File: src/rtl/regfile_multiport.sv
// -----------------------------------------------------------------------------
// regfile_multiport
//   Parametrised general-purpose register file for the decode stage.
//   One synchronous write port (driven by writeback), NUM_READ combinational
//   read ports, optional write-to-read bypass, optional hard-wired zero
//   register, and a clear sequencer that zeroes one entry per cycle after
//   reset or on request. The storage array has no per-entry reset, so it can
//   map onto distributed RAM.
//
// Ports:
//   clock      in   sole clock, posedge
//   reset      in   synchronous, active-low; restarts the clear sweep
//   ReadReg    in   packed read indices, port k = [k*ADDR_WIDTH +: ADDR_WIDTH]
//   ReadData   out  packed read data,    port k = [k*DATA_WIDTH +: DATA_WIDTH]
//   WriteReg   in   write index
//   WriteData  in   write data
//   RegWrite   in   write enable
//   ClearReq   in   request a full clear sweep (level, sampled only in IDLE)
//   Busy       out  high while the clear sweep runs
//   ClearDone  out  one-cycle pulse on the first IDLE cycle after a sweep
// -----------------------------------------------------------------------------
module regfile_multiport #(
    parameter int DATA_WIDTH = 32,
    parameter int ADDR_WIDTH = 5,
    parameter int NUM_READ   = 2,
    parameter int ZERO_REG   = 1,
    parameter int BYPASS     = 1
) (
    input  logic                           clock,
    input  logic                           reset,
    input  logic [NUM_READ*ADDR_WIDTH-1:0] ReadReg,
    output logic [NUM_READ*DATA_WIDTH-1:0] ReadData,
    input  logic [ADDR_WIDTH-1:0]          WriteReg,
    input  logic [DATA_WIDTH-1:0]          WriteData,
    input  logic                           RegWrite,
    input  logic                           ClearReq,
    output logic                           Busy,
    output logic                           ClearDone
);

    localparam int DEPTH = 2 ** ADDR_WIDTH;

    typedef enum logic {
        ST_IDLE  = 1'b0,
        ST_CLEAR = 1'b1
    } state_t;

    state_t                  state_q, state_d;
    logic [ADDR_WIDTH-1:0]   ptr_q, ptr_d;
    logic                    clear_done_q, clear_done_d;
    logic [DATA_WIDTH-1:0]   mem_q [DEPTH];

    logic                    mem_we_s;
    logic [ADDR_WIDTH-1:0]   mem_waddr_s;
    logic [DATA_WIDTH-1:0]   mem_wdata_s;
    logic [ADDR_WIDTH-1:0]   rd_idx_s [NUM_READ];

    // Next-state logic: sweep sequencing and arbitration of the single write port
    always_comb begin
        state_d      = state_q;
        ptr_d        = ptr_q;
        clear_done_d = 1'b0;
        mem_we_s     = 1'b0;
        mem_waddr_s  = WriteReg;
        mem_wdata_s  = WriteData;
        case (state_q)
            ST_CLEAR: begin
                // The sweep owns the write port; user writes are dropped.
                mem_we_s    = 1'b1;
                mem_waddr_s = ptr_q;
                mem_wdata_s = '0;
                if (ptr_q == {ADDR_WIDTH{1'b1}}) begin
                    state_d      = ST_IDLE;
                    clear_done_d = 1'b1;
                end else begin
                    ptr_d = ptr_q + ADDR_WIDTH'(1);
                end
            end
            ST_IDLE: begin
                if (ClearReq) begin
                    // Clear wins over a same-cycle write.
                    state_d = ST_CLEAR;
                    ptr_d   = '0;
                end else if (RegWrite && !((ZERO_REG != 0) && (WriteReg == '0))) begin
                    mem_we_s = 1'b1;
                end else begin
                    mem_we_s = 1'b0;
                end
            end
            default: begin
                state_d = ST_CLEAR;
                ptr_d   = '0;
            end
        endcase
    end

    // Control registers with synchronous active-low reset that restarts the sweep
    always_ff @(posedge clock) begin
        if (!reset) begin
            state_q      <= ST_CLEAR;
            ptr_q        <= '0;
            clear_done_q <= 1'b0;
        end else begin
            state_q      <= state_d;
            ptr_q        <= ptr_d;
            clear_done_q <= clear_done_d;
        end
    end

    // Storage write; no reset on the array, reset only blocks the write
    always_ff @(posedge clock) begin
        if (reset && mem_we_s) begin
            mem_q[mem_waddr_s] <= mem_wdata_s;
        end
    end

    // Unpack the per-port read indices
    for (genvar k = 0; k < NUM_READ; k++) begin : g_idx
        assign rd_idx_s[k] = ReadReg[k*ADDR_WIDTH +: ADDR_WIDTH];
    end

    // Combinational read ports in priority order: busy, zero reg, bypass, array
    always_comb begin
        ReadData = '0;
        for (int k = 0; k < NUM_READ; k++) begin
            if (state_q == ST_CLEAR) begin
                ReadData[k*DATA_WIDTH +: DATA_WIDTH] = '0;
            end else if ((ZERO_REG != 0) && (rd_idx_s[k] == '0)) begin
                ReadData[k*DATA_WIDTH +: DATA_WIDTH] = '0;
            end else if ((BYPASS != 0) && RegWrite && !ClearReq && (WriteReg == rd_idx_s[k])) begin
                ReadData[k*DATA_WIDTH +: DATA_WIDTH] = WriteData;
            end else begin
                ReadData[k*DATA_WIDTH +: DATA_WIDTH] = mem_q[rd_idx_s[k]];
            end
        end
    end

    assign Busy      = (state_q == ST_CLEAR);
    assign ClearDone = clear_done_q;

endmodule

File: config.mk
export PLATFORM = sky130hd
export DESIGN_NAME = regfile_multiport
export DESIGN_NICKNAME = d
export VERILOG_FILES = /design/src/rtl/regfile_multiport.sv
export SDC_FILE = /design/constraint.sdc
export NUM_CORES = 1
export LEC_CHECK = 0
export ABC_CLOCK_PERIOD_IN_PS = 5240
export BUFFER_PORTS_ARGS = -buffer_cell sky130_fd_sc_hd__buf_2
export CAP_MARGIN = 20
export CORE_MARGIN = 4
export CORE_UTILIZATION = 50
export CTS_CLUSTER_DIAMETER = 100
export DETAILED_ROUTE_END_ITERATION = 10
export GPL_TIMING_DRIVEN = 0
export PLACE_DENSITY = 0.74
export SLEW_MARGIN = 15
export SYNTH_ARGS = -nofsm -noshare
export SYNTH_HDL_FRONTEND = slang
export SYNTH_SLANG_ARGS = --single-unit
File: constraint.sdc
create_clock -name clock -period 5.24 [get_ports clock]
set_clock_uncertainty 0.15 [all_clocks]
set_input_delay 0.262 -clock clock [delete_from_list [all_inputs] [get_ports clock]]
set_output_delay 0.262 -clock clock [all_outputs]
set_load 0.005 [all_outputs]
-- Word-level counts from Yosys, hierarchy flattened
Memory sizes are Yosys's and may differ from the RTL's.
Cells that the tools add are included.
Widths: inputs -> output; s select.
- memories: 1
- memory bits (writable): 1024
- register bits: 7
- bits of input ports: 51
- output and inout port bits: 66
- bitwise gates (word level): 1
- multiplexer cells: 20
- reduce and logical (&&, ||, !) cells: 12
- eq/ne operators: 5
- $add $sub $neg: 1
- memory list (name ; depth ; width ; read ports ; clocked after memory_dff ; write ports ; line ; text):
    mem_q ; 32 ; 32 ; 2 ; 0 ; 1 ; 51 ; logic [DATA_WIDTH-1:0] mem_q [DEPTH];
- operators by type and width (operator ; count):
    $mux 32 ; 7
    $logic_not 5->1 ; 3
    $mux 5 ; 3
    $eq 5x5->1 ; 2
    $pmux 5 s2 ; 1
    $mux 1 ; 7
    $add 5x1->5 const B ; 1
    $eq 5x5->1 const B ; 1
    $logic_and 1x1->1 ; 5
    $ne 2x2->1 const B ; 2
    $pmux 1 s2 ; 2
    $reduce_and 2->1 ; 2
    $logic_not 1->1 ; 2
    $not 1->1 ; 1

-- Depth between registers and ports, before layout
- word-level depth: 9
- gate-level depth with buffers: 9
- depth with buffers taken out: 7

-- Worst setup path before layout
OpenSTA, ideal clock, no wires.
- path type: reg2reg
- from: register state_q (netlist: Busy)
- to: memory mem_q[19][0] (enable)
- arrival: 2930 ps
- slack: 1739 ps
- required time: 4669 ps
- cell stages (with the launch flop): 7
- cells stage by stage: dfxtp_1 clkbuf_1 clkbuf_1 mux2_2 nor2_1 nand2_1 nor2_1
- word-level cells in the longest chain between the ends: 5
- elaborated cells between the ends (all ways): 6
- those cells by class: 4 x mux; 1 x bitwise; 1 x reduce/logical
- RTL lines (what ; line ; text):
    start, declared ; 48 ; state_t state_q, state_d;
    start signal, assigned ; 104 ; state_q <= state_d;
    $not 1->1 ; 66 ; case (state_q)
    $pmux 1 s2 ; 66 ;
    $logic_and 1x1->1 ; 112 ; if (reset && mem_we_s) begin
    $mux 1 ; 112 ;
    $mux 1 (not written as such) ; 113 ; mem_q[mem_waddr_s] <= mem_wdata_s;
    end, declared ; 51 ;
Several ways; a longest one is shown, not always the timed one.

-- Worst setup path in the final report
- from: input ReadReg[6]
- to: output ReadData[35]
- word-level cells in the longest chain between the ends: 5
- elaborated cells between the ends (all ways): 7
- those cells by class: 1 x eq/ne; 3 x mux; 2 x reduce/logical; 1 x memory
- RTL lines (what ; line ; text):
    start, declared ; 31 ; input logic [NUM_READ*ADDR_WIDTH-1:0] ReadReg,
    parallel branches: the longest is 3 deep, another holds $mem_v2 32x32 ; - ;
    $mux 32 (*) ; 128 ; end else if ((ZERO_REG != 0) && (rd_idx_s[k] == '0)) begin
    $mux 32 (*) ; 126 ; if (state_q == ST_CLEAR) begin
    end, declared ; 32 ; output logic [NUM_READ*DATA_WIDTH-1:0] ReadData,
Every way passes the cells marked *.

==> out/results.tsv <==
stage	metric	value	unit
timing	min_period_over_period	89.12	%
yosys	synth_fa_ha_area_share	0.05160	%
yosys	muxShareOfSynthArea	24.52	%
run_status	status	completed	
global_routing	antenna_found_initial	5	
yosys	synth_area	48490	sq um
floorplan	die_w	319.4	um
worst_setup_path	slowest_delay	1030	ps
yosys	synth.avg_cell_area	18.47	sq um
final_layout	final_util	59.01	%
clocking	cts_setup_buffers	0	
global_routing	grt_pass1_vias	32160	
timing	relSlewSlack	13.61	%
yosys	ys.warnings.count	0	
worst_setup_path	cp_slowest_cell	a211oi_1	
detailed_routing	routed_via_density	7.401	
worst_setup_path	criticalPathCategory	primary input to output pin	
yosys	seq_area_frac_synth	63.70	%
worst_setup_path	rr_worst_depth	6	
global_routing	grt_start_max_net_pins	33	
hold_path	worstHoldPathType	primary input to flop	
detailed_routing	vias	31810	
global_routing	grt_usage	32.52	%
yosys	synth_cell_type_count	47	
worst_setup_path	crit_fanout	10	
detailed_routing	ant_nets	0	
floorplan	ios	117	
final_layout	syn_to_final_growth	16.31	%
detailed_routing	drt_iter0_markers	5653	
final_layout	nets	2997	
clocking	clock_sinks	1031	
hold_path	holdPathStages	2	
final_layout	final_common_cell	edfxtp_1	
yosys	async_reset_ff_share	0	%
floorplan	start_util	50.74	%
detailed_routing	drtPass1Iterations	8	
placed_design	place_inst	4075	
worst_setup_path	r2r_setup_slack	1560	ps
timing	slew_violations	0	
floorplan	die_area	102000	sq um
timing	hold_viol	0	
timing	period_minus_slack	4670	ps
detailed_routing	wl_per_cell	39.27	um
yosys	synth_edf_count	1024	
yosys	synth_simple_gate_area_share	3.269	%
placed_design	routabilityCongestion	0.9440	
clocking	cts_resized	0	
detailed_routing	drc_errors	0	
clocking	tritoncts	yes	
yosys	synth_nets	2678	
global_routing	grt_pass1_wl	235.8	mm
worst_setup_path	path_cells	buf_2, buf_2, buf_2, buf_4, clkbuf_1, a211oi_1, a211oi_1, a221o_1, buf_2	
worst_setup_path	worstPathArrival	4260	ps
pwr	power_frac_comb	7.9	%
clocking	cts_buffer_depth	3	
placed_design	dpl.hpwl	117.9	mm
detailed_routing	routed_wl	168.8	mm
yosys	synth_ff_type	edfxtp_1	
clocking	clock_latency	680	ps
pwr	p_leak	18.69	nW
floorplan	core_area	95580	sq um
final_layout	final_cell_mix	edfxtp_1 (1024), mux4_2 (440), buf_2 (202)	
pwr	ir_drop	311.7	uV
pwr	seqPwrFrac	49.2	%
worst_setup_path	cp-end-kind	output pin	
pwr	power.switching	4.163	mW
yosys	synth_top_family_by_area	multiplexers	
worst_setup_path	worst_setup_path_start_kind	primary input	
worst_setup_path	worst_path_most_repeated_cell	buf_2	
clocking	h-tree-depth	3	
floorplan	die_y	319.4	um
global_routing	grt_overflow	0	
yosys	netlist_instances	2625	
final_layout	drive_gt1_share	32.40	%
pwr	p_int	14.16	mW
pwr	power_density	324.9	nW/um^2
pwr	clkPwrFrac	42.9	%
timing	fmax	214.1	MHz
timing	worstMarginPinSlew	1296	ps
floorplan	rows	113	
clocking	numCtsBuffers	103	
clocking	path_clk_slew	60	ps
timing	rsz0062_at_grt	false	
placed_design	io_buffers	108	
yosys	synth_xor_area_share	0.1264	%
timing	finalSetupViolCount	0	
pwr	swShare	22.72	%
yosys	synth_compound_area_share	6.069	%
final_layout	final_cell_count_no_fill	4298	
clocking	root_buffer	clkbuf_16	
job	cap_viol_max_count	0	
worst_setup_path	required	4830	ps
yosys	synth-seq-cells	1031	
## path summary, 6_finish.rpt
| kind | startpoint | end |
|---|---|---|
| setup reg to reg | Busy$_SDFF_PN1_ | mem_q[8][2]$_DFFE_PP_ |
| hold reg to reg | ptr_q[3]$_SDFFE_PN0P_ | ptr_q[3]$_SDFFE_PN0P_ |
| hold / removal | WriteData[31] | mem_q[22][31]$_DFFE_PP_ |
| setup / recovery | ReadReg[6] | ReadData[35] |
## cell type report
cell class	count	area, sq um
antenna	2	5.005
buffer	221	1084
clock buffer	120	2684
clock inverter	72	878.3
fill	6751	39180
inverter	4	15.01
multi-input combinational	1369	16830
sequential	1031	30890
tap	1265	1583
timing repair buffer	214	2430
## timing repair
item | 4_1_cts | 5_1_grt
setup endpoints to repair | 0 | 0
hold buffers | 27 | 0
hold endpoints to repair | 237 | 0
## stage by stage
stage,worst slack [ps],TNS [ps],area [sq um],total power [mW],hold slack (ps)
floorplan,1739,0,48490,10.03,173.9
global placement,-459.3,-199260,50620,10.51,345.2
detailed placement,960.7,0,52540,10.57,354.1
CTS,852.1,0,56370,18.24,5.149
global route,641.3,0,56400,18.70,28.80
finish,570.0,0,56400,18.32,32.68
## Yosys cell counts (all sizes together) (6+ instances only)
| cell | number | area (sq um) |
|---|---|---|
| a22o | 14 | 122.6 |
| o22ai | 88 | 550.5 |
| mux2i | 188 | 1882 |
| nor2 | 123 | 461.7 |
| mux4 | 440 | 9910 |
| nand2 | 51 | 191.4 |
| o221ai | 25 | 225.2 |
| buf | 133 | 750.7 |
| nor4b | 25 | 219.0 |
| nand2b | 11 | 68.82 |
| a221o | 32 | 320.3 |
| edfxtp | 1024 | 30750 |
| o21ai | 75 | 375.4 |
| nor2b | 83 | 519.3 |
| dfxtp | 7 | 140.1 |
| a22oi | 66 | 500.5 |
| a211oi | 76 | 570.6 |
| o21bai | 8 | 60.06 |
| o311a | 7 | 70.07 |
| a21oi | 13 | 65.06 |
| clkbuf | 88 | 330.3 |
| xor2 | 6 | 52.55 |
| mux2 | 9 | 101.4 |
## registers in the layout, summed over array words and instances (netlist names)
register and flops:
mem_q 1024, ClearDone 1, Busy 1, ptr_q 5
## layer usage
layer  wire length [um]  vias to the layer above  track usage [%]
met5                 23                        -                0
met4              12610                        4            19.45
met3              26710                      730            11.83
met2              76340                     3073            49.94
met1              53090                    16110            39.83
li1                   -                    11890                -
## worst max-delay path: cells and delay by family
family,cells,cell delay [ps]
buffers and inverters,6,2370
AOI/OAI and AO/OA,3,1600
## power groups by stage
stage	Sequential, mW	Combinational, mW	Clock, mW
floorplan	9.18	0.855	0
detailed placement	9.18	1.38	0
finish	9.01	1.45	7.86
global route	9.01	1.48	8.21
global placement	9.18	1.32	0
CTS	9.01	1.41	7.83
## cell families after synthesis
family | Yosys count
compound gates | 411
buf+inv | 225
fa+ha+maj | 2
flops | 1031
xor+xnor | 7
simple gates | 312
mux | 637
No activity file was read; power rests on OpenSTA's default activity.
